## config.mk

```make
export PLATFORM = sky130hd
export DESIGN_NAME = so_median_stage
export DESIGN_NICKNAME = d
export VERILOG_FILES = /design/src/rtl/so_pkg.sv /design/src/rtl/so_median_stage_sort3.sv /design/src/rtl/so_median_stage.sv
export SDC_FILE = /design/constraint.sdc
export NUM_CORES = 1
export LEC_CHECK = 0
export CORE_MARGIN = 5
export CORE_UTILIZATION = 45
export DETAILED_ROUTE_END_ITERATION = 7
export PLACE_DENSITY_LB_ADDON = 0.2
export SLEW_MARGIN = 20
export SYNTH_ARGS = -nofsm -noshare
export SYNTH_HDL_FRONTEND = slang
export SYNTH_HIERARCHICAL = 1
export SYNTH_SLANG_ARGS = --single-unit
```

## constraint.sdc

```tcl
create_clock -name Clock -period 7.5 [get_ports Clock]
set_clock_uncertainty 0.1 [all_clocks]
set_input_delay 0.75 -clock Clock [delete_from_list [all_inputs] [get_ports Clock]]
set_output_delay 0.75 -clock Clock [all_outputs]
set_load 0.01 [all_outputs]
```

## src/rtl/so_pkg.sv

```systemverilog
// Shared types and helpers for the 3x3 median filter pipeline.
// Stage bundles carry data, coordinates and valid together.
package so_pkg;

    typedef logic [7:0] pixel_t;
    typedef logic [5:0] coord_t;

    localparam int IMG_DIM_DEF = 64;

    typedef struct packed {
        logic         valid;
        logic         border;
        pixel_t       centre;
        coord_t       row;
        coord_t       col;
        pixel_t [2:0] lo;
        pixel_t [2:0] mid;
        pixel_t [2:0] hi;
    } s1_t;

    typedef struct packed {
        logic   valid;
        logic   border;
        pixel_t centre;
        coord_t row;
        coord_t col;
        pixel_t maxlo;
        pixel_t midmid;
        pixel_t minhi;
    } s2_t;

    // Clamp c into [min(a,b), max(a,b)] which yields the middle value.
    function automatic pixel_t median3(input pixel_t a,
                                       input pixel_t b,
                                       input pixel_t c);
        pixel_t lo;
        pixel_t hi;
        lo = (a < b) ? a : b;
        hi = (a < b) ? b : a;
        if (c < lo)
            return lo;
        else if (c > hi)
            return hi;
        else
            return c;
    endfunction

endpackage

```

## src/rtl/so_median_stage_sort3.sv

```systemverilog
// Combinational three-input sorter used for each window row.
// Produces ascending lo/mid/hi from unsigned 8-bit inputs.
module sort3
    import so_pkg::*;
(
    input  pixel_t a,
    input  pixel_t b,
    input  pixel_t c,
    output pixel_t lo,
    output pixel_t mid,
    output pixel_t hi
);

    pixel_t ab_lo;
    pixel_t ab_hi;

    always_comb begin
        ab_lo = (a < b) ? a : b;
        ab_hi = (a < b) ? b : a;
        lo    = (c < ab_lo) ? c : ab_lo;
        hi    = (c > ab_hi) ? c : ab_hi;
        mid   = median3(a, b, c);
    end

endmodule

```

## src/rtl/so_median_stage.sv

```systemverilog
// Median-sort stage: three register stages from a 3x3 window
// to its median, with row/col/valid carried in lockstep.
module so_median_stage
    import so_pkg::*;
#(
    parameter int IMG_DIM     = IMG_DIM_DEF,
    parameter int BORDER_PASS = 1
) (
    input  logic       Clock,
    input  logic       Resetn,
    input  logic       Stall,
    input  logic       FE_MemWrite,
    input  logic [5:0] FE_row,
    input  logic [5:0] FE_col,
    input  logic [7:0] P0,
    input  logic [7:0] P1,
    input  logic [7:0] P2,
    input  logic [7:0] P3,
    input  logic [7:0] P4,
    input  logic [7:0] P5,
    input  logic [7:0] P6,
    input  logic [7:0] P7,
    input  logic [7:0] P8,
    output logic       SO_MemWrite,
    output logic [5:0] SO_row,
    output logic [5:0] SO_col,
    output logic [7:0] SO_DOUT
);

    localparam coord_t LAST = coord_t'(IMG_DIM - 1);

    pixel_t lo0, lo1, lo2;
    pixel_t mid0, mid1, mid2;
    pixel_t hi0, hi1, hi2;

    s1_t    s1_d, s1_q;
    s2_t    s2_d, s2_q;
    pixel_t dout_d;

    sort3 u_row0 (.a(P0), .b(P1), .c(P2),
                  .lo(lo0), .mid(mid0), .hi(hi0));
    sort3 u_row1 (.a(P3), .b(P4), .c(P5),
                  .lo(lo1), .mid(mid1), .hi(hi1));
    sort3 u_row2 (.a(P6), .b(P7), .c(P8),
                  .lo(lo2), .mid(mid2), .hi(hi2));

    always_comb begin
        s1_d        = '0;
        s1_d.valid  = FE_MemWrite;
        s1_d.border = (FE_row == '0) || (FE_row == LAST) ||
                      (FE_col == '0) || (FE_col == LAST);
        s1_d.centre = P4;
        s1_d.row    = FE_row;
        s1_d.col    = FE_col;
        s1_d.lo     = {lo2, lo1, lo0};
        s1_d.mid    = {mid2, mid1, mid0};
        s1_d.hi     = {hi2, hi1, hi0};
    end

    // Median of 9 = median(max of row lows, median of row mids, min of row highs).
    always_comb begin
        s2_d        = '0;
        s2_d.valid  = s1_q.valid;
        s2_d.border = s1_q.border;
        s2_d.centre = s1_q.centre;
        s2_d.row    = s1_q.row;
        s2_d.col    = s1_q.col;
        s2_d.maxlo  = s1_q.lo[0];
        if (s1_q.lo[1] > s2_d.maxlo)
            s2_d.maxlo = s1_q.lo[1];
        if (s1_q.lo[2] > s2_d.maxlo)
            s2_d.maxlo = s1_q.lo[2];
        s2_d.midmid = median3(s1_q.mid[0], s1_q.mid[1], s1_q.mid[2]);
        s2_d.minhi  = s1_q.hi[0];
        if (s1_q.hi[1] < s2_d.minhi)
            s2_d.minhi = s1_q.hi[1];
        if (s1_q.hi[2] < s2_d.minhi)
            s2_d.minhi = s1_q.hi[2];
    end

    always_comb begin
        dout_d = median3(s2_q.maxlo, s2_q.midmid, s2_q.minhi);
        if ((BORDER_PASS != 0) && s2_q.border)
            dout_d = s2_q.centre;
    end

    always_ff @(posedge Clock or negedge Resetn) begin
        if (!Resetn) begin
            s1_q        <= '0;
            s2_q        <= '0;
            SO_MemWrite <= 1'b0;
            SO_row      <= '0;
            SO_col      <= '0;
            SO_DOUT     <= '0;
        end else if (!Stall) begin
            s1_q        <= s1_d;
            s2_q        <= s2_d;
            SO_MemWrite <= s2_q.valid;
            SO_row      <= s2_q.row;
            SO_col      <= s2_q.col;
            SO_DOUT     <= dout_d;
        end
    end

endmodule

```

After elaboration in Yosys (flattened, before gate mapping)

Index checks and enable logic that the tools add are counted.
W data, S select, Z words.

Flip-flop bits (word level): 161

Magnitude comparators: 19
Eq/ne operators: 2
Muxes and demuxes: 31
Reduce and logical (&&, ||, !) cells: 5

Operator list:

| cell                 | count |
|---|---|
| $mux W8              | 31 |
| $lt A8 B8 Y1         | 12 |
| $gt A8 B8 Y1         | 7 |
| $eq A6 B6 Y1 const B | 2 |
| $logic_not A6 Y1     | 2 |
| $logic_or A1 B1 Y1   | 3 |

Longest topological paths before layout

Depth after elaboration: 6
Depth in mapped cells: 18

Hierarchy

The synthesis kept the hierarchy.

By module, submodules not included:

| module             | times used | cells each | area an instance (um^2) | sequential area each (um^2) |
|---|---|---|---|---|
| so_median_stage    | 1          | 747        | 8763.4                  | 4028.9 |
| sort3 (u_row1 ...) | 2          | 137        | 1087.3                  | 0.0 |
| sort3 (u_row0)     | 1          | 136        | 1099.8                  | 0.0 |

Worst setup path after synthesis

Ideal clock, no wire load.

Kind: input -> register
From: input port P1[7]
To: register s1_q[51] (netlist bit)
Setup time: 125 ps
Data arrival time: 4328 ps
Required time: 7275 ps
Slack: 2948 ps
Cell stages on the path: 15
Buffers on the path: 3
Cell sequence: inv_1 ha_1 nand2_1 o41ai_4 buf_2 mux2i_1 ha_1 and4_4 a221o_1 or4_1 o21ba_1 buf_6 buf_6 mux2i_1 mux2_2

Cells in the longest elaborated chain, start to end: 4

Ends and longest elaborated chain:

| element              | RTL line                    | text |
|---|---|---|
| start, declared      | so_median_stage.sv:16       | `input logic [7:0] P1,` |
| $lt A8 B8 Y1         | so_median_stage_sort3.sv:18 | `ab_lo = (a < b) ? a : b;` |
| $mux W8 *            | so_median_stage_sort3.sv:18 |  |
| $lt A8 B8 Y1         | so_median_stage_sort3.sv:20 | `lo = (c < ab_lo) ? c : ab_lo;` |
| $mux W8 *            | so_median_stage_sort3.sv:20 |  |
| via lo0[3]           | so_median_stage.sv:32       | `pixel_t lo0, lo1, lo2;` |
| end signal, assigned | so_median_stage.sv:89       | `s1_q <= '0;` |
| end signal, assigned | so_median_stage.sv:96       | `s1_q <= s1_d;` |
| end, declared        | so_median_stage.sv:36       | `s1_t s1_d, s1_q;` |

The timed path passes the listed nets; every way through them passes the cells marked *.
A chain may end at the register's enable or synchronous reset.

Worst setup path in the final report

From: input port P1[7]
To: register s1_q[0] (netlist bit)

Cells in the longest elaborated chain, start to end: 4

Ends and longest elaborated chain:

| element      | RTL line                    | text |
|---|---|---|
| $lt A8 B8 Y1 | so_median_stage_sort3.sv:19 | `ab_hi = (a < b) ? b : a;` |
| $mux W8 *    | so_median_stage_sort3.sv:19 |  |
| $gt A8 B8 Y1 | so_median_stage_sort3.sv:21 | `hi = (c > ab_hi) ? c : ab_hi;` |
| $mux W8 *    | so_median_stage_sort3.sv:21 |  |
| via hi0[0]   | so_median_stage.sv:34       | `pixel_t hi0, hi1, hi2;` |

Marks and branches as above.

==> implementation parameters <==
Parameter                              Value

Floorplanning
  Y dimension of the die ... 174 um
  Core outline area ... 26,200 um2
  Width of the die ... 174 um
  Standard-cell rows ... 59
  IO Pins ... 109
  Die area ... 30,100 um2
  Effective utilization at floorplan ... 0.459

STA
  Final critical path time including I/O delays and setup ... 5200 ps
  Final hold violation count ... 0
  Setup Viol. Count Final ... 0
  Worst Tran Pin Value ... 1110 ps
  Crit share post-route ... 0.694
  Setup repair after global routing missed its margin ... false
  Worst slew slack as a fraction of its limit ... 0.255
  Final TNS setup ... 0 ps
  Max Slew Vio Count ... 0
  Highest clock rate ... 192 MHz

Setup path
  Cell type with the highest occurrence count on the critical path ... mux2_2
  FF-to-FF path depth ... 13
  Endpoint type of the worst setup path ... flop
  Type of the worst setup path ... input port to flop
  Worst-path maximum fanout ... 23
  Cell with the largest stage delay on the worst path ... o41ai_4
  Startpoint of the worst-slack reg-to-reg timing path ... s2_q[13]
  Worst reg2reg endpoint ... SO_DOUT[3]
  Ordered list of cells on the worst path ... clkdlybuf4s50_1 > inv_1 > ha_1 > nand2_1 > o41ai_4 > mux2_2 > inv_1 > ha_1 > a21o_1 > a21oi_1 > a21oi_1 > o22ai_2 > mux2_2 > mux2_2
  R2r setup slk ... 3220 ps
  Worst Path Required ... 7710 ps
  Arrival time of the worst setup path ... 5420 ps
  Biggest cell delay along the critical path ... 1020 ps
  CP startpoint kind ... input port

Flow run
  MaxCap Viol Count ... 0

Yosys
  Mapped cell area ... 12,000 um2
  Gate Count Post-Synth ... 1,157
  Mean post-synth cell area ... 10.4 um2
  Net count of the mapped netlist ... 1,385
  Most used DFF post-synth ... dfrtp_1
  Ys Warns ... 6
  Synth cell types ... 55
  Synth Register Bits ... 161
  Number of synthesized flops with an enable pin ... 0
  Share of flip-flops with an asynchronous set or reset after synthesis ... 1.00
  Fraction of the yosys area taken by sequential cells ... 0.335

GRT
  Number of antenna violations at the first check in global routing ... 0
  Via count of the first global-routing pass ... 8,916
  Global Route Usage Sum ... 0.196
  Leftover overflow at the end of global routing ... 0
  Wire length of the first global-routing pass ... 47,900 um
  Pin count of the biggest net entering global routing ... 95

Clock network
  Buffer count from post-CTS setup fixing ... 0
  Clock Sinks ... 161
  Number of buffers between clock root and the deepest sink ... 2
  Clk Latency, worst-skew pair ... 430 ps
  Post-CTS resize count ... 0
  Hold buffers post-CTS ... 0
  Htree depth ... 4
  CTS clock-pin slew for the worst setup and hold paths ... 70 ps
  TritonCTS clock tree ... done
  Clk Tree Root Cell ... clkbuf_16
  Number of buffers added by the clock tree synthesis step ... 17

Placed design
  Half-perimeter wire length after placement ... 22,600 um
  Gpl congestion ... 0.826
  Instance count after placement with tap cells included ... 1,558
  Port Buffer Count ... 108

Power
  Net switching share of the total power ... 0.419
  Sequential cell fraction of total power ... 0.284
  Gate power share ... 0.534
  Fraction of power consumed by the clock network ... 0.182
  Total power density per cell area ... 346 nW/um2
  Internal cell power ... 2.81 mW
  Maximum resistive drop on vdd ... 212 uV
  Sw power ... 2.02 mW
  Static leakage power ... 6.60 nW

Routing
  Detail Route Antenna Nets ... 0
  DR DRC count ... 0
  Count of TritonRoute iterations in the first routing pass ... 5
  Wirelength, routed ... 29,200 um
  Average vias per placed instance ... 5.60
  Drt first-iter violations ... 558
  Detailed-route wire length per cell ... 18.4 um
  Number of vias in the routed layout ... 8,896

Final layout
  Non-filler cells, final ... 1,589
  Area growth syn-to-layout ... 16.0%
  Ratio of cells with drive above 1 in the final layout ... 0.177
  Number of inserted diodes ... 0
  Number of nets in the layout ... 1,470

Run status
  Status ... complete, no violations

Hold path
  Class of the tightest hold or removal check ... input port to async pin
-- cell type report --
class / instances / area [um2]
Multi-Input combinational cell: 835 / 7380
Timing Repair Buffer: 111 / 1110
Inverter: 116 / 435
Clock inverter: 13 / 151
Tap cell: 335 / 419
Fill cell: 2354 / 12200
Clock buffer: 18 / 439
Sequential cell: 161 / 4030
-- power by group through the flow --
stage	clock network, mW	registers, mW	logic, mW
CTS	0.897	1.37	2.58
floorplan	0	1.28	1.99
global route	0.932	1.40	2.91
global placement	0	1.38	2.51
finish	0.877	1.37	2.58
detailed placement	0	1.38	2.57
-- routing by layer --
metal  up-vias  routed length (um)  track usage
met2       162               13500        0.313
met5         -                   0            0
met3        28                1020       0.0373
li1       4402                   -            -
met1      4304               14200        0.278
met4         0                 408       0.0422
-- state kept, by name, summed over array words and instances (netlist names) --
signal       flops
s1_q            94
s2_q            46
SO_DOUT          8
SO_col           6
SO_row           6
SO_MemWrite      1
-- layout by cell type, fill, tap and decap left out, types with 3 or more instances in the layout --
master           count
mux2i_1            132
nand3_1             17
and4_1               5
a211oi_1             6
inv_1              112
o21a_1              13
ha_1               140
nor2_1              59
and3_1               7
nand2_1             29
a31oi_1             13
a21o_1              23
dfrtp_1            161
inv_6                4
o21ai_0             21
or4_1                5
o211ai_1             9
clkdlybuf4s50_1    106
a221o_1              6
o21ai_1             12
o21ba_1              3
nor2b_1             11
a21oi_1             78
nand3b_1             8
clkbuf_16           17
clkinvlp_4           3
inv_2                4
mux2_2             158
a221oi_1            14
nor3_1               5
buf_4                3
o22ai_1             10
a211o_1              4
nand4_1              4
nand2b_1             9
or2_2                7
-- worst max-delay path by stage --
stage / startpoint / end / slack, ps / cells past startpoint
CTS: P1[7] / s1_q[0] / 2280 / 14
finish: P1[7] / s1_q[0] / 2300 / 14
global route: P1[3] / s1_q[29] / 1980 / 16
detailed placement: P1[7] / s1_q[26] / 1840 / 13
floorplan: P1[7] / s1_q[51] / 2950 / 15
global placement: P1[7] / s1_q[30] / 1900 / 13
-- cells by family (layout without fill, tap and decap cells) --
group,after synthesis,count (layout),synth area share
simple gates,170,170,0.0721
buf+inv,161,258,0.0555
flops,161,161,0.335
mux,292,292,0.260
compound gates,233,233,0.132
fa+ha+maj,140,140,0.146
-- synthesized netlist by cell type (all sizes together) (8+ instances only) --
| cell type | instances | share of area |
|---|---|---|
| nor2b | 11 | 0.0057 |
| nand3 | 17 | 0.0071 |
| o21a | 13 | 0.0081 |
| ha | 140 | 0.15 |
| a21oi | 82 | 0.037 |
| clkbuf | 24 | 0.0075 |
| a21o | 23 | 0.014 |
| nor2 | 59 | 0.018 |
| mux2 | 160 | 0.15 |
| o21ai | 33 | 0.014 |
| buf | 21 | 0.012 |
| inv | 116 | 0.036 |
| o22ai | 13 | 0.0068 |
| a31oi | 14 | 0.0085 |
| nand3b | 8 | 0.0050 |
| nand2 | 29 | 0.0090 |
| a221oi | 14 | 0.010 |
| nand2b | 9 | 0.0047 |
| dfrtp | 161 | 0.33 |
| mux2i | 132 | 0.11 |
| o211ai | 9 | 0.0056 |
-- stage by stage --
stage | worst slack, ps | power (mW) | util | hold WS (ps) | cell area, um2
after floorplan | 2950 | 3.27 | - | 354 | 12000
after global placement | 1900 | 3.89 | 0.509 | 380 | 13300
after detailed placement | 1840 | 3.95 | 0.509 | 388 | 13300
after CTS | 2280 | 4.85 | 0.532 | 340 | 13900
after global routing | 1980 | 5.24 | 0.533 | 369 | 14000
final | 2300 | 4.83 | 0.533 | 314 | 14000
-- critical path, delay by kind of cell --
family | cells | cell delay (ps)
muxes | 3 | 1130
adders and majority gates | 2 | 520
buffers and inverters | 3 | 630
AOI/OAI and AO/OA | 5 | 2280
and+or+nand+nor | 1 | 100
(Power assumes the default switching activity.)
